--- config.mk ---
export PLATFORM = sky130hd
export DESIGN_NAME = deconv_col_feeder
export DESIGN_NICKNAME = d
export VERILOG_FILES = /design/src/rtl/deconv_col_feeder.sv
export SDC_FILE = /design/constraint.sdc
export NUM_CORES = 1
export LEC_CHECK = 0
export ABC_AREA = 1
export CAP_MARGIN = 10
export CORE_ASPECT_RATIO = 1.1
export CORE_MARGIN = 2
export CORE_UTILIZATION = 53
export CTS_CLUSTER_DIAMETER = 200
export DETAILED_ROUTE_END_ITERATION = 12
export PLACE_DENSITY = 0.78
export SLEW_MARGIN = 40
export SYNTH_ARGS = -nofsm -noshare
export SYNTH_HDL_FRONTEND = slang
export SYNTH_SLANG_ARGS = --single-unit
--- constraint.sdc ---
create_clock -name i_clk -period 2.8 [get_ports i_clk]
set_clock_uncertainty 0.1 [all_clocks]
set_input_delay 0.84 -clock i_clk [delete_from_list [all_inputs] [get_ports i_clk]]
set_output_delay 0.84 -clock i_clk [all_outputs]
set_load 0.01 [all_outputs]
--- src/rtl/deconv_col_feeder.sv ---
// Column sequencer for the deconvolution datapath: buffers one weight channel and
// sweeps every buffered weight column past each input column, channel after channel.
module deconv_col_feeder #(
    parameter int BIT_WIDTH            = 8,
    parameter int NO_COL_KERNEL        = 5,
    parameter int NO_COL_INPUT_FEATURE = 8,
    parameter int NO_CHANNEL           = 4
) (
    input  logic                                      i_clk,
    input  logic                                      i_rst_n,
    input  logic                                      i_start,
    input  logic                                      i_w_valid,
    input  logic [BIT_WIDTH*NO_COL_KERNEL-1:0]        i_w_col,
    output logic                                      o_w_ready,
    input  logic                                      i_ip_valid,
    input  logic [BIT_WIDTH*NO_COL_INPUT_FEATURE-1:0] i_ip_col,
    output logic                                      o_ip_ready,
    input  logic                                      i_dp_ready,
    output logic [BIT_WIDTH*NO_COL_KERNEL-1:0]        o_weight_col,
    output logic [BIT_WIDTH*NO_COL_INPUT_FEATURE-1:0] o_feature_map_col,
    output logic                                      o_enable_loadw,
    output logic                                      o_enable_loadip,
    output logic [2:0]                                o_kernel_column_id,
    output logic [3:0]                                o_input_column_id,
    output logic [3:0]                                o_chnl_id,
    output logic                                      o_chnl_done,
    output logic                                      o_busy,
    output logic                                      o_done,
    output logic [2:0]                                o_dbg_state
);

    localparam int WW = BIT_WIDTH * NO_COL_KERNEL;
    localparam logic [2:0] LAST_K  = 3'(NO_COL_KERNEL - 1);
    localparam logic [3:0] LAST_IP = 4'(NO_COL_INPUT_FEATURE - 1);
    localparam logic [3:0] LAST_CH = 4'(NO_CHANNEL - 1);

    typedef enum logic [2:0] {
        S_IDLE, S_FILL_W, S_GET_IP, S_ISSUE_IP, S_ISSUE_W, S_WAIT_LO, S_WAIT_HI, S_CHNL_END
    } state_t;

    state_t        state, state_nxt;
    logic [WW-1:0] wbuf [NO_COL_KERNEL];
    logic [2:0]    wr_ptr, rd_ptr, rd_inc;
    logic          k_last, ip_last, ch_last;

    assign rd_inc      = rd_ptr + 3'd1;
    assign k_last      = (rd_ptr == LAST_K);
    assign ip_last     = (o_input_column_id == LAST_IP);
    assign ch_last     = (o_chnl_id == LAST_CH);
    assign o_busy      = (state != S_IDLE);
    assign o_dbg_state = state;

    always_ff @(posedge i_clk or negedge i_rst_n) begin
        if (!i_rst_n) state <= S_IDLE;
        else          state <= state_nxt;
    end

    // Upstream handshake: a column transfers on a rising edge where valid and ready are
    // both high; valid while ready is low is ignored, never held or queued.
    // Strobes are combinational on i_dp_ready so one can never appear while it is low.
    always_comb begin
        state_nxt       = state;
        o_w_ready       = 1'b0;
        o_ip_ready      = 1'b0;
        o_enable_loadip = 1'b0;
        o_enable_loadw  = 1'b0;
        o_chnl_done     = 1'b0;
        o_done          = 1'b0;
        case (state)
            S_IDLE: if (i_start) state_nxt = S_FILL_W;
            S_FILL_W: begin
                o_w_ready = 1'b1;
                if (i_w_valid && wr_ptr == LAST_K) state_nxt = S_GET_IP;
            end
            S_GET_IP: begin
                o_ip_ready = 1'b1;
                if (i_ip_valid) state_nxt = S_ISSUE_IP;
            end
            S_ISSUE_IP: if (i_dp_ready) begin
                o_enable_loadip = 1'b1;
                state_nxt       = S_ISSUE_W;
            end
            S_ISSUE_W: if (i_dp_ready) begin
                o_enable_loadw = 1'b1;
                state_nxt      = S_WAIT_LO;
            end
            S_WAIT_LO: if (!i_dp_ready) state_nxt = S_WAIT_HI;
            S_WAIT_HI: if (i_dp_ready) begin
                if (!k_last)       state_nxt = S_ISSUE_W;
                else if (!ip_last) state_nxt = S_GET_IP;
                else               state_nxt = S_CHNL_END;
            end
            S_CHNL_END: begin
                o_chnl_done = 1'b1;
                if (ch_last) begin
                    o_done    = 1'b1;
                    state_nxt = S_IDLE;
                end else begin
                    state_nxt = S_FILL_W;
                end
            end
            default: state_nxt = S_IDLE;
        endcase
    end

    // o_weight_col is loaded on entry to ISSUE_W so it already shows wbuf[rd_ptr]
    // during the load strobe cycle.
    always_ff @(posedge i_clk or negedge i_rst_n) begin
        if (!i_rst_n) begin
            for (int i = 0; i < NO_COL_KERNEL; i++) wbuf[i] <= '0;
            wr_ptr             <= '0;
            rd_ptr             <= '0;
            o_weight_col       <= '0;
            o_feature_map_col  <= '0;
            o_kernel_column_id <= '0;
            o_input_column_id  <= '0;
            o_chnl_id          <= '0;
        end else begin
            case (state)
                S_IDLE: begin
                    wr_ptr            <= '0;
                    rd_ptr            <= '0;
                    o_input_column_id <= '0;
                    o_chnl_id         <= '0;
                end
                S_FILL_W: if (i_w_valid) begin
                    wbuf[wr_ptr] <= i_w_col;
                    if (wr_ptr == LAST_K) begin
                        wr_ptr            <= '0;
                        o_input_column_id <= '0;
                    end else begin
                        wr_ptr <= wr_ptr + 3'd1;
                    end
                end
                S_GET_IP: if (i_ip_valid) o_feature_map_col <= i_ip_col;
                S_ISSUE_IP: if (i_dp_ready) begin
                    rd_ptr       <= '0;
                    o_weight_col <= wbuf[0];
                end
                S_ISSUE_W: if (i_dp_ready) o_kernel_column_id <= rd_ptr;
                S_WAIT_HI: if (i_dp_ready) begin
                    if (!k_last) begin
                        rd_ptr       <= rd_inc;
                        o_weight_col <= wbuf[rd_inc];
                    end else begin
                        rd_ptr <= '0;
                        if (!ip_last) o_input_column_id <= o_input_column_id + 4'd1;
                    end
                end
                S_CHNL_END: begin
                    o_input_column_id <= '0;
                    if (!ch_last) o_chnl_id <= o_chnl_id + 4'd1;
                end
                default: ;
            endcase
        end
    end

endmodule
==> results of run 1 <==
[cell type report]
cell class / count / area (um^2)
Timing Repair Buffer: 279 / 2840
Inverter: 143 / 544
Clock buffer: 47 / 1020
Clock inverter: 15 / 128
Tap cell: 374 / 468
Antenna cell: 1 / 2.50
Multi-Input combinational cell: 1379 / 6250
Sequential cell: 324 / 8110
Fill cell: 2459 / 10000
[cells by family (layout without fill, tap and decap cells)]
group                    Yosys count  count (layout)
XOR/XNOR                           3               3
flip-flops                       324             324
AO/OA/AOI/OAI                    258             258
AND/OR/NAND/NOR                 1112            1112
adder cells (fa/ha/maj)            6               6
buffers and inverters            267             484
other                              0               1
[stage by stage]
step | utilization | setup slack, ns | hold WS [ns]
after floorplan | - | 0.672 | 0.355
after global placement | 0.618 | -0.271 | 0.354
after detailed placement | 0.618 | -0.277 | 0.357
after CTS | 0.659 | 0.0747 | 0.192
after global routing | 0.659 | 0.0294 | 0.214
final | 0.659 | 0.152 | 0.181
[routing by layer]
layer,GRT usage,vias to the layer above,wire length [um]
li1,-,6596,-
met1,0.339,6437,16900
met2,0.468,413,20600
met3,0.0309,96,1830
met4,0.0969,0,1390
met5,0,-,0
[sequential cells by signal, summed over array words and instances, names as in the netlist]
name / count
o_chnl_id: 4
o_dbg_state: 3
o_feature_map_col: 64
o_input_column_id: 4
o_kernel_column_id: 3
o_weight_col: 40
rd_ptr: 3
wbuf: 200
wr_ptr: 3
[report_power, final]
group	leakage (uW)	switching, uW	total (uW)	internal (uW)
registers	0.00427	1040	7490	6450
clock network	0.000579	1860	4610	2750
logic	0.00482	4300	7620	3320
total	0.00966	7200	19700	12500
[what timing repair did]
| action | 4_1_cts | 5_1_grt |
|---|---|---|
| setup endpoints to repair | 7 | 2 |
| gates resized for setup | 11 | 2 |
| pin swaps | 0 | 0 |
| setup buffers | 5 | 0 |
[cell usage after synthesis (all sizes together)]
master / instances
o21ai: 213
a21oi: 45
nor2: 108
xnor2: 1
nand2: 792
or2: 1
ha: 6
clkbuf: 28
dfrtp: 324
nor3: 3
buf: 96
xor2: 2
nand3: 205
nand4: 3
inv: 143
[worst max path at each step]
stage | startpoint | to | cells past startpoint
floorplan | rd_ptr[0] | o_weight_col[33] | 12
global placement | i_dp_ready | o_enable_loadip | 4
detailed placement | i_dp_ready | o_enable_loadip | 4
CTS | o_dbg_state[1] | o_chnl_done | 3
global route | o_dbg_state[1] | o_enable_loadip | 5
finish | o_dbg_state[1] | o_enable_loadip | 5
[critical path: cells and delay by family, from the launching register on]
family / cells / cell delay, ns
and+or+nand+nor: 3 / 0.42
buffers and inverters: 2 / 0.35
DFF: 1 / 0.42
==> impl_metrics.yaml, run 1 <==
synth:
  yosysSeqAreaShare: 0.516
  syn_nets: 2086
  synthesis.area_um2: 15700
  synth_adder_area_share: 0.00478
  synth_compound_area_frac: 0.0985
  synth_xor_area_frac: 0.00167
  syn-instance-count: 1970
  syn_area_per_cell_um2: 7.97
  synthDistinctLibCells: 28
  synth.mux.area_fraction: 0
  yosys_warnings: 0
  synth_top_family_by_area: "simple AND/OR/NAND/NOR gates"
  synth_area_leaders: "dfrtp_1 (52%), nand2_1 (19%), nand3_1 (6.5%)"
  synth_seq_cells: 324
  yosysTopAreaCell: "dfrtp_1"
  synth_top_area_frac: 0.516
  yosys.area_share.simple: 0.290
route:
  via_per_inst: 5.29
  drt_wl_total_mm: 40.7
  drt-initial-drc-count: 1201
  wire_per_inst_um: 15.9
  num_vias: 13542
  drc: 0
  ant_nets: 0
  drtPass1Iterations: 7
placement:
  dp_cells: 2494
  detailed_place_hpwl_mm: 24.7
  place.gp.congestion: 0.841
  placed_area_um2: 18200
  port-buffer-count: 234
grt:
  antenna_found_initial: 1
  grt_overflow_total: 0
  grt_first_pass_wirelength_mm: 66.5
  grt_pass1_vias: 13089
  track_usage: 0.266
  grt_max_degree: 95
die:
  dieWidth_um: 168
  placeableCoreArea_um2: 29400
  fp.dieH_um: 185
  die_area_um2: 31000
  start_util: 0.534
  io_pins: 235
  rows: 66
power:
  p_per_area_nw_per_um2: 1020
  peakVddDrop_v: 0.000533
  p_leak_uw: 0.00966
  p_total_uw: 19700
clock_tree:
  clk_pin_slew_ns: 0.06
  cts_buffers: 36
  cts-htree-levels: 2
  cts_root_buf: "clkbuf_16"
  clock_path_buffers: 3
  clock-sinks: 324
  cts_tree: "done"
  clk_latency_ns: 0.51
  ctsHoldBuffers: 0
sta:
  fin_crit_sh: 0.946
  worst_pin_slew_ns: 0.746
  fmax_mhz: 378
  period_minus_slack_ns: 2.65
  slew_headroom: 0.503
  hold_viol: 0
  slew_violations: 0
  finalSetupViolations: 0
  fin_setup_tns_ns: 0
  grt_setup_unrepaired: "no"
cells_and_area:
  mostFrequentLayoutCells: "nand2_1 (782), dfrtp_1 (321), clkdlybuf4s50_1 (224)"
  final_nets: 2279
  area_growth_syn_to_layout_pct: 23.4
  layout_commonest_cell: "nand2_1"
  stdcell_count: 2562
  stdcell_area_um2: 19400
  drive_above_1_share: 0.0933
setup_path:
  cp_slowest_cell: "dfrtp_2"
  worstPathMaxFanout: 5
  r2r_slack_ns: 0.55
  r2r_end: "o_feature_map_col[43]"
  critical_path_class: "flop to output port"
  crit_path_start_kind: "flop"
  cp.required_ns: 1.86
  path_cells: "nand2_1 > nor2_4 > inv_2 > nor2_1 > dlygate4sd2_1"
  cpPeakStageDelay_ns: 0.42
  cp.arrival_ns: 1.71
  reg2reg_from: "o_dbg_state[2]"
  endpoint_kind: "output port"
  worst_r2r_path_depth: 7
outcome:
  status: "complete, no violations"
worst_hold_path:
  hold_path.class: "input pin to async pin"
job:
  max-cap-violations: 0
Power figures use the tool's default switching activity.
==> run 2: changes to the inputs <==
- CORE_ASPECT_RATIO: 1.1 -> 1.5
- CORE_UTILIZATION: 53 -> 45
- PLACE_DENSITY: 0.78 -> 0.68
==> impl_metrics.yaml, run 2 (synthesis results as in run 1) <==
sta:
  fin_crit_sh: 0.970
  slew_violations: 0
  slew_headroom: 0.470
  worst_pin_slew_ns: 0.795
  fmax_mhz: 368
  period_minus_slack_ns: 2.72
  hold_viol: 0
  worst_slack_ns: 0.0830
  finalSetupViolations: 0
setup_path:
  cp.arrival_ns: 1.78
  cp.depth: 4
  cpPeakStageDelay_ns: 0.40
  critical_path.top_delay_family: "buffers and inverters"
  crit_path_start_kind: "flop"
  path_cells: "buf_6 > buf_4 > nor3_4 > dlygate4sd2_1"
  cp_slowest_cell: "dfrtp_1"
  cp.required_ns: 1.86
  critical_path_class: "flop to output port"
  worstPathMaxFanout: 6
  worst_r2r_path_depth: 8
  worst-path-buf-inv: 3
  endpoint_kind: "output port"
cells_and_area:
  antenna_cells: 0
  layout_commonest_cell: "nand2_1"
  largest_register: "wbuf"
  reg_top3: "wbuf (200), o_feature_map_col (64), o_weight_col (40)"
  mostFrequentLayoutCells: "nand2_1 (782), dfrtp_1 (322), clkdlybuf4s50_1 (224)"
  area_growth_syn_to_layout_pct: 24.0
  largest_reg_flops: 200
  nFillCells: 3091
  drive_above_1_share: 0.0911
  stdcell_area_um2: 19500
  stdcell_count: 2609
  final_nets: 2277
placement:
  port-buffer-count: 234
  place.gp.congestion: 0.790
  placed_area_um2: 18300
  place_ws_ns: -0.268
  dp_cells: 2546
  detailed_place_hpwl_mm: 24.9
clock_tree:
  cts_buffers: 31
  clock_path_buffers: 3
  clk_pin_slew_ns: 0.06
  clock-sinks: 324
  cts_root_buf: "clkbuf_16"
  cts_tree: "done"
  cts-htree-levels: 1
  ctsHoldBuffers: 0
  clk_latency_ns: 0.59
job:
  max-cap-violations: 0
route:
  num_vias: 13381
  drc: 0
  wire_per_inst_um: 15.6
  drt-initial-drc-count: 873
  drt_wl_total_mm: 40.8
  via_per_inst: 5.13
  ant_nets: 0
  drtPass1Iterations: 7
grt:
  track_usage: 0.226
  grt_overflow_total: 0
  grt_first_pass_wirelength_mm: 66.7
  grt_pass1_vias: 13190
  grt_max_degree: 94
  antenna_found_initial: 3
worst_hold_path:
  hold_path.class: "input pin to async pin"
outcome:
  status: "complete, no violations"
die:
  dieWidth_um: 157
  fp.dieH_um: 233
  die_area_um2: 36400
  placeableCoreArea_um2: 34300
  io_pins: 235
  start_util: 0.458
  rows: 83
power:
  p_leak_uw: 0.00965
  peakVddDrop_v: 0.000622
  p_per_area_nw_per_um2: 1000
  p_total_uw: 19600
-- run 2: cell count changes in the layout (fill, tap and decap cells not counted), sizes merged --
cell          change
buf               +3
clkbuf            +1
clkinv            -7
bufinv            +1
diode             -1
dlygate4sd2       +1
dlymetal6s2s      -1
clkinvlp          -1
-- run 2: timing repair --
item	in CTS	in global routing
pin swaps	0	1
gates resized for setup	11	1
setup endpoints to repair	7	4
buffers inserted	0	7
-- run 2: metal layers --
layer  wire, um  track usage
met3       2940       0.0544
met4       1110       0.0791
met1      16300        0.268
met5         26            0
met2      20400        0.399
-- run 2: area by class of cell --
cell class | count | area, um^2 | area share
clock buffer | 48 | 960 | 0.0493
clock inverter | 8 | 119 | 0.00610
tap | 425 | 532 | 0.0273
multi-input combinational | 1379 | 6250 | 0.321
inverter | 143 | 546 | 0.0280
timing repair buffer | 282 | 2950 | 0.152
sequential | 324 | 8110 | 0.417
-- run 2: worst reg2reg max path, cell delays in order (launching register included) --
cell     delay [ns]
dfrtp_1        0.40
buf_6          0.14
buf_4          0.15
nor3_4         0.19
buf_4          0.55
nand2_2        0.08
buf_4          0.34
nand2_1        0.20
nand2_1        0.06
-- run 2: final timing paths --
kind                                      start               endpoint  slack (ns)
setup / recovery                 o_dbg_state[0]             o_ip_ready        0.08
hold / removal                          i_rst_n        o_weight_col[9]        0.11
setup reg to reg                 o_dbg_state[0]  o_feature_map_col[42]        0.47
hold reg to reg            o_feature_map_col[3]   o_feature_map_col[3]        0.37
max in group asynchronous               i_rst_n  o_feature_map_col[47]        1.81
min in group i_clk         o_feature_map_col[3]   o_feature_map_col[3]        0.37
-- run 2: where the power goes --
| group | switching (uW) | internal (uW) |
|---|---|---|
| sequential | 1040 | 6440 |
| combinational | 4250 | 3390 |
| clock | 1810 | 2610 |
| total | 7100 | 12500 |
-- run 2: metrics by stage --
step,hold slack [ns],TNS (ns),util
after floorplan,0.355,0,-
after global placement,0.353,-0.506,0.535
after detailed placement,0.357,-0.500,0.535
after CTS,0.108,0,0.566
after global routing,0.112,-0.0519,0.568
final,0.106,0,0.568
==> run 3: changes to the inputs <==
- CORE_MARGIN: 2 -> 4
==> impl_metrics.yaml, run 3 (synthesis results as in run 1) <==
clock_tree:
  clock_path_buffers: 3
  cts_tree: "done"
  ctsHoldBuffers: 0
  clk_pin_slew_ns: 0.06
  cts-htree-levels: 1
  cts_buffers: 31
  clk_latency_ns: 0.57
  clock-sinks: 324
  cts_root_buf: "clkbuf_16"
grt:
  antenna_found_initial: 5
  track_usage: 0.217
  grtUsageMet2: 0.376
  grt_pass1_vias: 13412
  top_usage_layer: "met2"
  grt_first_pass_wirelength_mm: 68.7
  grtUsageMet1: 0.263
  grt_use_met3: 0.0512
  grt_max_degree: 88
  grt_overflow_total: 0
sta:
  fin_setup_tns_ns: 0
  fmax_mhz: 376
  period_minus_slack_ns: 2.66
  slew_headroom: 0.489
  slew_violations: 0
  worst_pin_slew_ns: 0.766
  hold_viol: 0
  finalSetupViolations: 0
  fin_crit_sh: 0.951
  hold_ws_ns: 0.0897
  grt_setup_unrepaired: "no"
cells_and_area:
  drive_above_1_share: 0.0929
  mostFrequentLayoutCells: "nand2_1 (783), dfrtp_1 (322), clkdlybuf4s50_1 (225)"
  largest_reg_flops: 200
  area_growth_syn_to_layout_pct: 24.5
  stdcell_area_um2: 19600
  nFillCells: 3156
  final_nets: 2276
  stdcell_count: 2652
  largest_register: "wbuf"
  layout_commonest_cell: "nand2_1"
  fin_util: 0.569
  reg_top3: "wbuf (200), o_feature_map_col (64), o_weight_col (40)"
power:
  peakVddDrop_v: 0.000540
  p_per_area_nw_per_um2: 1010
  p_leak_uw: 0.00968
setup_path:
  reg2reg_from: "o_dbg_state[2]"
  crit_path_start_kind: "flop"
  worst_r2r_path_depth: 7
  cp.arrival_ns: 1.72
  endpoint_kind: "output port"
  cp.required_ns: 1.86
  r2r_end: "o_feature_map_col[36]"
  critical_path_class: "flop to output port"
  r2r_slack_ns: 0.56
  worstPathMaxFanout: 5
route:
  via_per_inst: 5.06
  ant_nets: 0
  drc: 0
  drtPass1Iterations: 4
  wire_per_inst_um: 15.7
  drt-initial-drc-count: 855
  num_vias: 13406
  drt_wl_total_mm: 41.7
die:
  start_util: 0.457
  dieWidth_um: 161
  io_pins: 235
  die_area_um2: 38000
  rows: 83
  fp.dieH_um: 237
  placeableCoreArea_um2: 34400
outcome:
  status: "complete, no violations"
worst_hold_path:
  hold_path.class: "input pin to async pin"
placement:
  placed_area_um2: 18400
  dp_cells: 2589
  place.gp.congestion: 0.794
  port-buffer-count: 234
  detailed_place_hpwl_mm: 25.3
job:
  max-cap-violations: 0
run 3: worst max path at each step:
stage | cells after the start | slack [ns] | startpoint | to
after CTS | 4 | 0.002 | o_dbg_state[2] | o_chnl_done
after detailed placement | 4 | -0.26 | i_dp_ready | o_enable_loadw
after global placement | 4 | -0.26 | i_dp_ready | o_enable_loadw
after floorplan | 12 | 0.67 | rd_ptr[0] | o_weight_col[33]
after global routing | 6 | 0.05 | o_dbg_state[2] | o_done
final | 5 | 0.14 | o_dbg_state[1] | o_w_ready
run 3: stage by stage:
stage / power (uW) / worst slack [ns]
after global placement: 15000 / -0.260
after floorplan: 12100 / 0.672
final: 19800 / 0.138
after CTS: 20000 / 0.00226
after detailed placement: 15200 / -0.255
after global routing: 21300 / 0.0521
run 3: what timing repair did:
action / in CTS / in global routing
setup endpoints to repair: 7 / 4
endpoints found under the hold margin: 0 / 0
buffers inserted: 5 / 0
resized for setup: 7 / 7
run 3: where the power goes:
part | total (uW) | internal [uW] | switching (uW)
combinational | 7670 | 3370 | 4300
sequential | 7470 | 6440 | 1030
clock | 4700 | 2850 | 1840
run 3: critical path, stage by stage (launching register included):
cell and delay (ns):
dfrtp_2 0.42, buf_4 0.16, inv_4 0.09, nand2_4 0.07
nor2_8 0.13, dlygate4sd2_1 0.28
run 3: area by class of cell:
type / count / area [um^2] / share of cell area
repair buffers: 281 / 2910 / 0.149
clock inverters: 17 / 270 / 0.0138
clock buffers: 40 / 880 / 0.0450
diodes: 1 / 2.50 / 0.000128
well taps: 467 / 584 / 0.0299
multi-input cells: 1379 / 6250 / 0.320
flip-flops and latches: 324 / 8110 / 0.415
inverters: 143 / 544 / 0.0278
run 3: per-layer routing:
layer | wire, um | share of wire
met1 | 16800 | 0.40
met4 | 1430 | 0.034
met2 | 20900 | 0.50
met5 | 67 | 0.0016
met3 | 2600 | 0.062
